--- src/rtl/cache_req_arbiter_if.sv ---
`default_nettype none
// ============================================================================
// Module   : cache_req_arbiter_if
// Purpose  : Bundles the CPU request, snoop request, cache-controller and
//            forwarding signals of the cache request arbiter.
// Ports    : none (signal container)
//   master : requester / controller side (drives requests and ctrl status)
//   slave  : arbiter side (drives readies, forward and done signals)
// Revision : 1.0 - initial release
// ============================================================================
interface cache_req_arbiter_if;
  logic       cpu_valid;
  logic [1:0] cpu_request;
  logic       cpu_ready;
  logic       snoop_valid;
  logic [1:0] snoop_type;
  logic       snoop_ready;
  logic       ctrl_ready;
  logic       ctrl_complete;
  logic       fwd_valid;
  logic       fwd_is_snoop;
  logic [1:0] fwd_op;
  logic       cpu_done;
  logic       snoop_done;
  logic       busy;

  modport master (
    output cpu_valid, cpu_request, snoop_valid, snoop_type,
    output ctrl_ready, ctrl_complete,
    input  cpu_ready, snoop_ready, fwd_valid, fwd_is_snoop, fwd_op,
    input  cpu_done, snoop_done, busy
  );

  modport slave (
    input  cpu_valid, cpu_request, snoop_valid, snoop_type,
    input  ctrl_ready, ctrl_complete,
    output cpu_ready, snoop_ready, fwd_valid, fwd_is_snoop, fwd_op,
    output cpu_done, snoop_done, busy
  );
endinterface
`default_nettype wire

--- src/rtl/cache_req_arbiter.sv ---
`default_nettype none
// ============================================================================
// Module   : cache_req_arbiter
// Purpose  : Arbitrates between CPU requests and interconnect snoops for a
//            single cache controller. Snoops win by default; one operation
//            is in flight at a time (grant -> issue -> wait for completion).
// Ports    : clk_i    - clock, rising edge
//            reset_ni - asynchronous active-low reset
//            bus      - cache_req_arbiter_if.slave (requests, readies,
//                       forward channel, done pulses, busy)
// Config   : `define STARVE_GUARD_EN to cap consecutive snoop grants at
//            MAX_SNOOP_BURST while a CPU request waits.
// Revision : 1.0 - initial release
// ============================================================================
module cache_req_arbiter #(
  parameter int MAX_SNOOP_BURST = 4,
  parameter int WIDTH_CNT       = 4
) (
  input  wire logic             clk_i,
  input  wire logic             reset_ni,
  cache_req_arbiter_if.slave    bus
);

  localparam logic [1:0] S_IDLE        = 2'd0;
  localparam logic [1:0] S_CPU_ISSUE   = 2'd1;
  localparam logic [1:0] S_SNOOP_ISSUE = 2'd2;
  localparam logic [1:0] S_WAIT_DONE   = 2'd3;

  logic [1:0] state_q, state_d;
  logic [1:0] fwd_op_q, fwd_op_d;
  logic       fwd_is_snoop_q, fwd_is_snoop_d;
  logic       cpu_done_q, cpu_done_d;
  logic       snoop_done_q, snoop_done_d;

  logic cpu_pend, snoop_pend, starve;
  logic grant_cpu, grant_snoop;

  // Codes 10/11 are never CPU work, 11 is never a snoop.
  assign cpu_pend   = bus.cpu_valid & ~bus.cpu_request[1];
  assign snoop_pend = bus.snoop_valid & (bus.snoop_type != 2'b11);

`ifdef STARVE_GUARD_EN
  logic [WIDTH_CNT-1:0] burst_cnt_q, burst_cnt_d;

  // Counter only advances while a CPU request is actually being passed over,
  // so it can never run past MAX_SNOOP_BURST.
  assign starve = (burst_cnt_q == WIDTH_CNT'(MAX_SNOOP_BURST));

  always_comb begin
    burst_cnt_d = burst_cnt_q;
    if (grant_cpu)
      burst_cnt_d = '0;
    else if (grant_snoop && cpu_pend)
      burst_cnt_d = burst_cnt_q + 1'b1;
  end

  always_ff @(posedge clk_i or negedge reset_ni) begin
    if (!reset_ni) burst_cnt_q <= '0;
    else           burst_cnt_q <= burst_cnt_d;
  end
`else
  logic [31:0] unused_cfg;
  assign unused_cfg = 32'(MAX_SNOOP_BURST) ^ 32'(WIDTH_CNT);
  assign starve     = 1'b0;
`endif

  // Arbitration: only IDLE with an idle controller may grant.
  always_comb begin
    grant_cpu   = 1'b0;
    grant_snoop = 1'b0;
    if (state_q == S_IDLE && bus.ctrl_ready) begin
      grant_cpu   = cpu_pend & (~snoop_pend | starve);
      grant_snoop = snoop_pend & ~grant_cpu;
    end
  end

  // State register and latched operation / done pulses.
  always_ff @(posedge clk_i or negedge reset_ni) begin
    if (!reset_ni) begin
      state_q        <= S_IDLE;
      fwd_op_q       <= 2'b00;
      fwd_is_snoop_q <= 1'b0;
      cpu_done_q     <= 1'b0;
      snoop_done_q   <= 1'b0;
    end else begin
      state_q        <= state_d;
      fwd_op_q       <= fwd_op_d;
      fwd_is_snoop_q <= fwd_is_snoop_d;
      cpu_done_q     <= cpu_done_d;
      snoop_done_q   <= snoop_done_d;
    end
  end

  // Next-state logic.
  always_comb begin
    state_d        = state_q;
    fwd_op_d       = fwd_op_q;
    fwd_is_snoop_d = fwd_is_snoop_q;
    cpu_done_d     = 1'b0;
    snoop_done_d   = 1'b0;
    case (state_q)
      S_IDLE: begin
        if (grant_cpu) begin
          state_d        = S_CPU_ISSUE;
          fwd_op_d       = bus.cpu_request;
          fwd_is_snoop_d = 1'b0;
        end else if (grant_snoop) begin
          state_d        = S_SNOOP_ISSUE;
          fwd_op_d       = bus.snoop_type;
          fwd_is_snoop_d = 1'b1;
        end
      end
      S_CPU_ISSUE, S_SNOOP_ISSUE: state_d = S_WAIT_DONE;
      S_WAIT_DONE: begin
        // Done pulses are registered so they land in the first IDLE cycle.
        if (bus.ctrl_complete) begin
          state_d      = S_IDLE;
          cpu_done_d   = ~fwd_is_snoop_q;
          snoop_done_d = fwd_is_snoop_q;
        end
      end
      default: state_d = S_IDLE;
    endcase
  end

  // Output logic.
  always_comb begin
    bus.cpu_ready    = grant_cpu;
    bus.snoop_ready  = grant_snoop;
    bus.fwd_valid    = (state_q == S_CPU_ISSUE) || (state_q == S_SNOOP_ISSUE);
    bus.busy         = (state_q != S_IDLE);
    bus.fwd_op       = fwd_op_q;
    bus.fwd_is_snoop = fwd_is_snoop_q;
    bus.cpu_done     = cpu_done_q;
    bus.snoop_done   = snoop_done_q;
  end

endmodule
`default_nettype wire

--- src/flat_wrapper.sv ---
// flat-port wrapper written by rule: the top's interface ports become plain ports
module cache_req_arbiter_flat 
#(
  parameter int MAX_SNOOP_BURST = 4,
  parameter int WIDTH_CNT       = 4
)
  (clk_i, reset_ni, bus_cpu_valid, bus_cpu_request, bus_snoop_valid, bus_snoop_type, bus_ctrl_ready, bus_ctrl_complete, bus_cpu_ready, bus_snoop_ready, bus_fwd_valid, bus_fwd_is_snoop, bus_fwd_op, bus_cpu_done, bus_snoop_done, bus_busy);
  cache_req_arbiter_if bus_i ();
  input  wire logic clk_i;
  input  wire logic reset_ni;
  input wire logic [$bits(bus_i.cpu_valid)-1:0] bus_cpu_valid;
  input wire logic [$bits(bus_i.cpu_request)-1:0] bus_cpu_request;
  input wire logic [$bits(bus_i.snoop_valid)-1:0] bus_snoop_valid;
  input wire logic [$bits(bus_i.snoop_type)-1:0] bus_snoop_type;
  input wire logic [$bits(bus_i.ctrl_ready)-1:0] bus_ctrl_ready;
  input wire logic [$bits(bus_i.ctrl_complete)-1:0] bus_ctrl_complete;
  output wire logic [$bits(bus_i.cpu_ready)-1:0] bus_cpu_ready;
  output wire logic [$bits(bus_i.snoop_ready)-1:0] bus_snoop_ready;
  output wire logic [$bits(bus_i.fwd_valid)-1:0] bus_fwd_valid;
  output wire logic [$bits(bus_i.fwd_is_snoop)-1:0] bus_fwd_is_snoop;
  output wire logic [$bits(bus_i.fwd_op)-1:0] bus_fwd_op;
  output wire logic [$bits(bus_i.cpu_done)-1:0] bus_cpu_done;
  output wire logic [$bits(bus_i.snoop_done)-1:0] bus_snoop_done;
  output wire logic [$bits(bus_i.busy)-1:0] bus_busy;
  assign bus_i.cpu_valid = bus_cpu_valid;
  assign bus_i.cpu_request = bus_cpu_request;
  assign bus_i.snoop_valid = bus_snoop_valid;
  assign bus_i.snoop_type = bus_snoop_type;
  assign bus_i.ctrl_ready = bus_ctrl_ready;
  assign bus_i.ctrl_complete = bus_ctrl_complete;
  assign bus_cpu_ready = bus_i.cpu_ready;
  assign bus_snoop_ready = bus_i.snoop_ready;
  assign bus_fwd_valid = bus_i.fwd_valid;
  assign bus_fwd_is_snoop = bus_i.fwd_is_snoop;
  assign bus_fwd_op = bus_i.fwd_op;
  assign bus_cpu_done = bus_i.cpu_done;
  assign bus_snoop_done = bus_i.snoop_done;
  assign bus_busy = bus_i.busy;
  cache_req_arbiter #(.MAX_SNOOP_BURST(MAX_SNOOP_BURST), .WIDTH_CNT(WIDTH_CNT)) u_core (.clk_i(clk_i), .reset_ni(reset_ni), .bus(bus_i));
endmodule
--- config.mk ---
export PLATFORM = sky130hd
export DESIGN_NAME = cache_req_arbiter_flat
export DESIGN_NICKNAME = d
export VERILOG_FILES = /design/src/rtl/cache_req_arbiter_if.sv /design/src/rtl/cache_req_arbiter.sv /design/src/flat_wrapper.sv
export SDC_FILE = /design/constraint.sdc
export NUM_CORES = 1
export LEC_CHECK = 0
export BUFFER_PORTS_ARGS = -buffer_cell sky130_fd_sc_hd__buf_2
export CAP_MARGIN = 25
export CORE_AREA = 2 2 39 41
export DETAILED_ROUTE_END_ITERATION = 6
export DIE_AREA = 0 0 41 43
export HOLD_SLACK_MARGIN = 0.15
export PLACE_DENSITY = 0.69
export SLEW_MARGIN = 0
export SYNTH_ARGS = -nofsm -noshare
export SYNTH_HDL_FRONTEND = slang
export SYNTH_SLANG_ARGS = --single-unit
--- constraint.sdc ---
create_clock -name clk_i -period 1.73 [get_ports clk_i]
set_input_delay 0.0865 -clock clk_i [delete_from_list [all_inputs] [get_ports clk_i]]
set_output_delay 0.0865 -clock clk_i [all_outputs]
set_load 0.01 [all_outputs]
; ---- Yosys cells after proc, flatten, opt, wreduce, memory -nomap -nowiden
; Index checks and enable logic that the tools add are counted.
[totals]
ff_bits = 7
input_bits = 10
output_inout_bits = 9
[classes]
eq_ne = 6
muxes = 14
n_bitwise = 8
reduce_logical = 8
[ops]
columns = operator, n
row1 = 2-bit 2-to-1 mux, 5
row2 = 1-bit 2-to-1 mux, 8
row3 = 2-bit case mux with 3 select lines, 1
row4 = 1-bit AND, 4
row5 = "2-bit == test, second input constant", 2
row6 = "2-bit inequality test, second input constant", 2
row7 = 1-bit inverter, 4
row8 = 2-bit AND reduction, 2
row9 = 2-bit nonzero test, 2
row10 = "3-bit inequality test, second input constant", 1
row11 = "2-bit by 1-bit == test with 1-bit output, second input constant", 1
row12 = 2-bit zero test, 1
row13 = 2-bit OR reduction, 1
row14 = 1-bit logical AND, 1
row15 = 1-bit logical OR, 1

; ---- Logic depth before layout (Yosys ltp)
[depth]
ltp_word = 10
ltp_mapped = 5
depth_no_buf = 5

; ---- Least setup slack after synthesis
; OpenSTA, ideal clock, no wires.
[synth_timing]
kind = reg-to-reg
from = reg u_core.state_q[0]
to = reg u_core.state_q[0]
setup_time_ns = 0.079
t_arrival_ns = 1.338
path_slack_ns = 0.312
stages_incl_launch_ff = 6
n_path_buf = 0
period_less_slack_ns = 1.418
cell_sequence = dfrtp_1 -> inv_1 -> ha_1 -> nor2b_1 -> a311oi_4 -> mux2i_1
[synth_via]
elab_chain_len = 5
[synth_rtl]
columns = element, line_no
row1 = start: declaration, cache_req_arbiter.sv:29  ; logic [1:0] state_q, state_d;
row2 = start signal: assignment, cache_req_arbiter.sv:86  ; state_q <= state_d;
row3 = 2-bit zero test, "cache_req_arbiter.sv:71, cache_req_arbiter.sv:101"
row4 = 1-bit logical AND, cache_req_arbiter.sv:71  ; if (state_q == S_IDLE && bus.ctrl_ready) begin
row5 = 1-bit 2-to-1 mux, cache_req_arbiter.sv:71
row6 = 2-bit 2-to-1 mux or 3-bit inequality test (tied branches), n/a
row7 = 2-bit case mux with 3 select lines or 2-bit AND reduction (tied branches), n/a
; Several ways; a longest one is shown, not always the timed one.
; A chain may end at the register's enable or synchronous reset.

; ---- Worst setup path in the final report
[layout_timing]
from = reg u_core.state_q[1]
to = out bus_snoop_ready
[layout_via]
elab_chain_len = 3
[layout_rtl]
columns = element, line_no
row1 = 2-bit zero test, cache_req_arbiter.sv:71
row2 = 1-bit logical AND, cache_req_arbiter.sv:71
row3 = 1-bit 2-to-1 mux, cache_req_arbiter.sv:71
row4 = end: declaration, flat_wrapper.sv:18  ; output wire logic [$bits(bus_i.snoop_ready)-1:0] bus_snoop_ready;
; Every way passes these cells.

==> results.py <==
metrics = {
    "floorplanning": {
        "die-width_um": 41,
        "die_h_um": 43,
        "initial_core_util_pct": 32.9,
        "dieArea_um2": 1760,
        "core_um2": 1380,
        "ios": 19,
        "std_cell_rows": 14,
    },
    "setup_path": {
        "required_ns": 1.64,
        "cp-end-kind": "output port",
        "r2r_end": "u_core.state_q[0]",
        "ff2ff_path_depth": 5,
        "r2r-start": "u_core.state_q[1]",
        "critPathMaxFanout": 5,
        "start_kind": "flip-flop",
        "reg2reg_setup_slack_ns": 0.26,
        "cp.arrival_ns": 1.49,
        "worstSetupPathType": "reg2out",
    },
    "layout": {
        "fin_nets": 83,
        "final_common_cell": "buf_2",
        "n_fill_cell": 135,
        "regArea_um2": 175,
        "layout.cells.non_filler": 85,
        "area_growth_pct": 39.3,
        "final_util_pct": 45.8,
        "final_cell_mix": "buf_2 (18), dfrtp_1 (7), inv_1 (6)",
        "antenna_cells": 0,
        "multi_input_area_um2": 260,
        "drive_above_1_share_pct": 36.2,
    },
    "synth": {
        "syn_avg_cell_area_um2": 10.6,
        "yosysWarnings": 0,
        "yosysUniqueCellTypes": 18,
        "ys_seq_elements": 7,
        "synthCells": 43,
        "syn_area_um2": 455,
        "syn_nets": 56,
        "synth-seq-area-share_pct": 38.5,
    },
    "place": {
        "dp_cells": 77,
        "portBuffers": 18,
        "routabilityCongestion": 0.789,
        "dp_hpwl_um": 729,
    },
    "power_and_ir_drop": {
        "power.leakage_nw": 0.346,
        "finalPower_w": 0.000947,
        "power_density_nw_per_um2": 1490,
        "irDropWorstVdd_v": 0.000721,
    },
    "drt": {
        "routed_wl_um": 905,
        "drt_iter0_drc": 8,
        "drtPass1Iterations": 4,
        "vias": 394,
        "route.detailed.drc": 0,
        "postRouteAntennaNets": 0,
        "wl_per_cell_um": 10.6,
        "routed_via_density": 4.64,
    },
    "timing": {
        "slew_headroom_pct": 81.7,
        "max_slew.worst_pin.slew_ns": 0.274,
        "setup_tns_ns": 0,
        "layout_min_cycle_time_ns": 1.58,
        "rsz0062_at_grt": "no",
        "hold_viol_final": 0,
        "finClkSkew_ns": 0.000438,
        "clock.fmax_ghz": 0.632,
        "setup_viol": 0,
        "finalCritPeriodShare_pct": 91.4,
        "drv_slew": 0,
    },
    "global_route": {
        "grt_max_degree": 8,
        "grt_pass1_wl_mm": 1.51,
        "grt_pass1_vias": 369,
        "antenna_found_initial": 0,
        "grtUsageTotal_pct": 13.1,
        "grt_overflow": 0,
    },
    "clocking": {
        "cts.sinks": 7,
        "cts_root_buf": "clkbuf_4",
        "post_cts_buffers": 0,
        "cts_max_level": 1,
        "tritoncts": "built",
        "cts_buffer_depth": 2,
        "clk_pin_slew_ns": 0.05,
        "clock_latency_ns": 0.25,
        "cts_buffers": 3,
    },
    "status": {
        "status": "finished, final reports clean",
    },
    "job": {
        "maxCapViolations": 0,
    },
    "min_path": {
        "hold_path_class": "in2async",
    },
}
-- where the power goes --
group	switching [W]	internal [W]
logic	0.000263	0.000261
clock network	0.0000599	0.0000880
registers	0.0000386	0.000237
-- layout make-up --
class | instances | share of cell area, %
sequential | 7 | 27.6
multi-input combinational | 30 | 41.0
clock buffer | 4 | 4.14
inverter | 6 | 3.55
timing repair buffer | 22 | 20.5
tap | 16 | 3.16
-- worst max-delay path, cell delays in order (launching register included) --
cell	delay, ns
dfrtp_1	0.39
inv_1	0.10
ha_2	0.27
nand2_1	0.09
nor2_1	0.22
buf_2	0.18
-- worst max path at each step --
stage | from | to | slack (ns)
finish | u_core.state_q[1] | bus_snoop_ready | 0.15
global placement | u_core.state_q[0] | u_core.state_q[0] | 0.21
CTS | u_core.state_q[0] | bus_snoop_ready | 0.05
global route | u_core.state_q[0] | bus_snoop_ready | 0.03
detailed placement | u_core.state_q[0] | u_core.state_q[0] | 0.18
floorplan | u_core.state_q[0] | u_core.state_q[0] | 0.31
-- registers in the layout, indices dropped and copies added, names as in the netlist --
signal                   flops
u_core.bus.fwd_op            2
u_core.state_q               2
u_core.bus.cpu_done          1
u_core.bus.fwd_is_snoop      1
u_core.bus.snoop_done        1
-- Yosys cell counts --
master	n	area share [%]
inv_1	6	4.9
o22ai_1	1	1.4
a21oi_1	2	2.2
or2b_1	1	1.6
nor2_1	3	2.5
nand2_1	4	3.3
and3_1	1	1.4
nand4b_4	1	5.2
ha_1	3	8.2
a311oi_4	1	5.8
dfrtp_1	7	38
mux2i_1	4	8.8
a21bo_4	1	3.6
and2_1	1	1.4
a221o_1	1	2.2
a21o_1	1	1.6
a221oi_1	1	1.9
nor2b_1	4	5.5
-- per-stage QoR --
stage / setup slack, ns / hold slack [ns] / area, um^2
2_1_floorplan: 0.312 / -0.209 / 455
3_3_place_gp: 0.215 / -0.0744 / 566
3_5_place_dp: 0.179 / -0.0669 / 566
4_1_cts: 0.0517 / 0.192 / 632
5_1_grt: 0.0295 / 0.208 / 634
6_report: 0.149 / 0.196 / 634
-- repair_timing --
action	CTS	global route
resized for setup	0	1
endpoints found under the setup margin	0	1
endpoints found under the hold margin	11	0
hold buffers	4	0
-- kinds of logic (layout without fill, tap and decap cells) --
group                    after synthesis  count (layout)  synth area share, %
AO/OA/AOI/OAI                          8               8                 18.7
adder cells (fa/ha/maj)                3               3                 8.24
buffers and inverters                  6              32                 4.94
flip-flops                             7               7                 38.5
multiplexers                           4               4                 8.79
AND/OR/NAND/NOR                       15              15                 20.9
-- layer usage --
metal / up-vias / part of all wire [%] / routed length, um / global-route usage (%)
met2: 14 / 47 / 429 / 16.3
met4: 0 / 1.5 / 14 / 12.0
met3: 2 / 5.1 / 46 / 1.57
met1: 177 / 46 / 414 / 18.5
li1: 201 / - / - / -
met5: - / 0 / 0 / 0
Power figures use the tool's default switching activity.
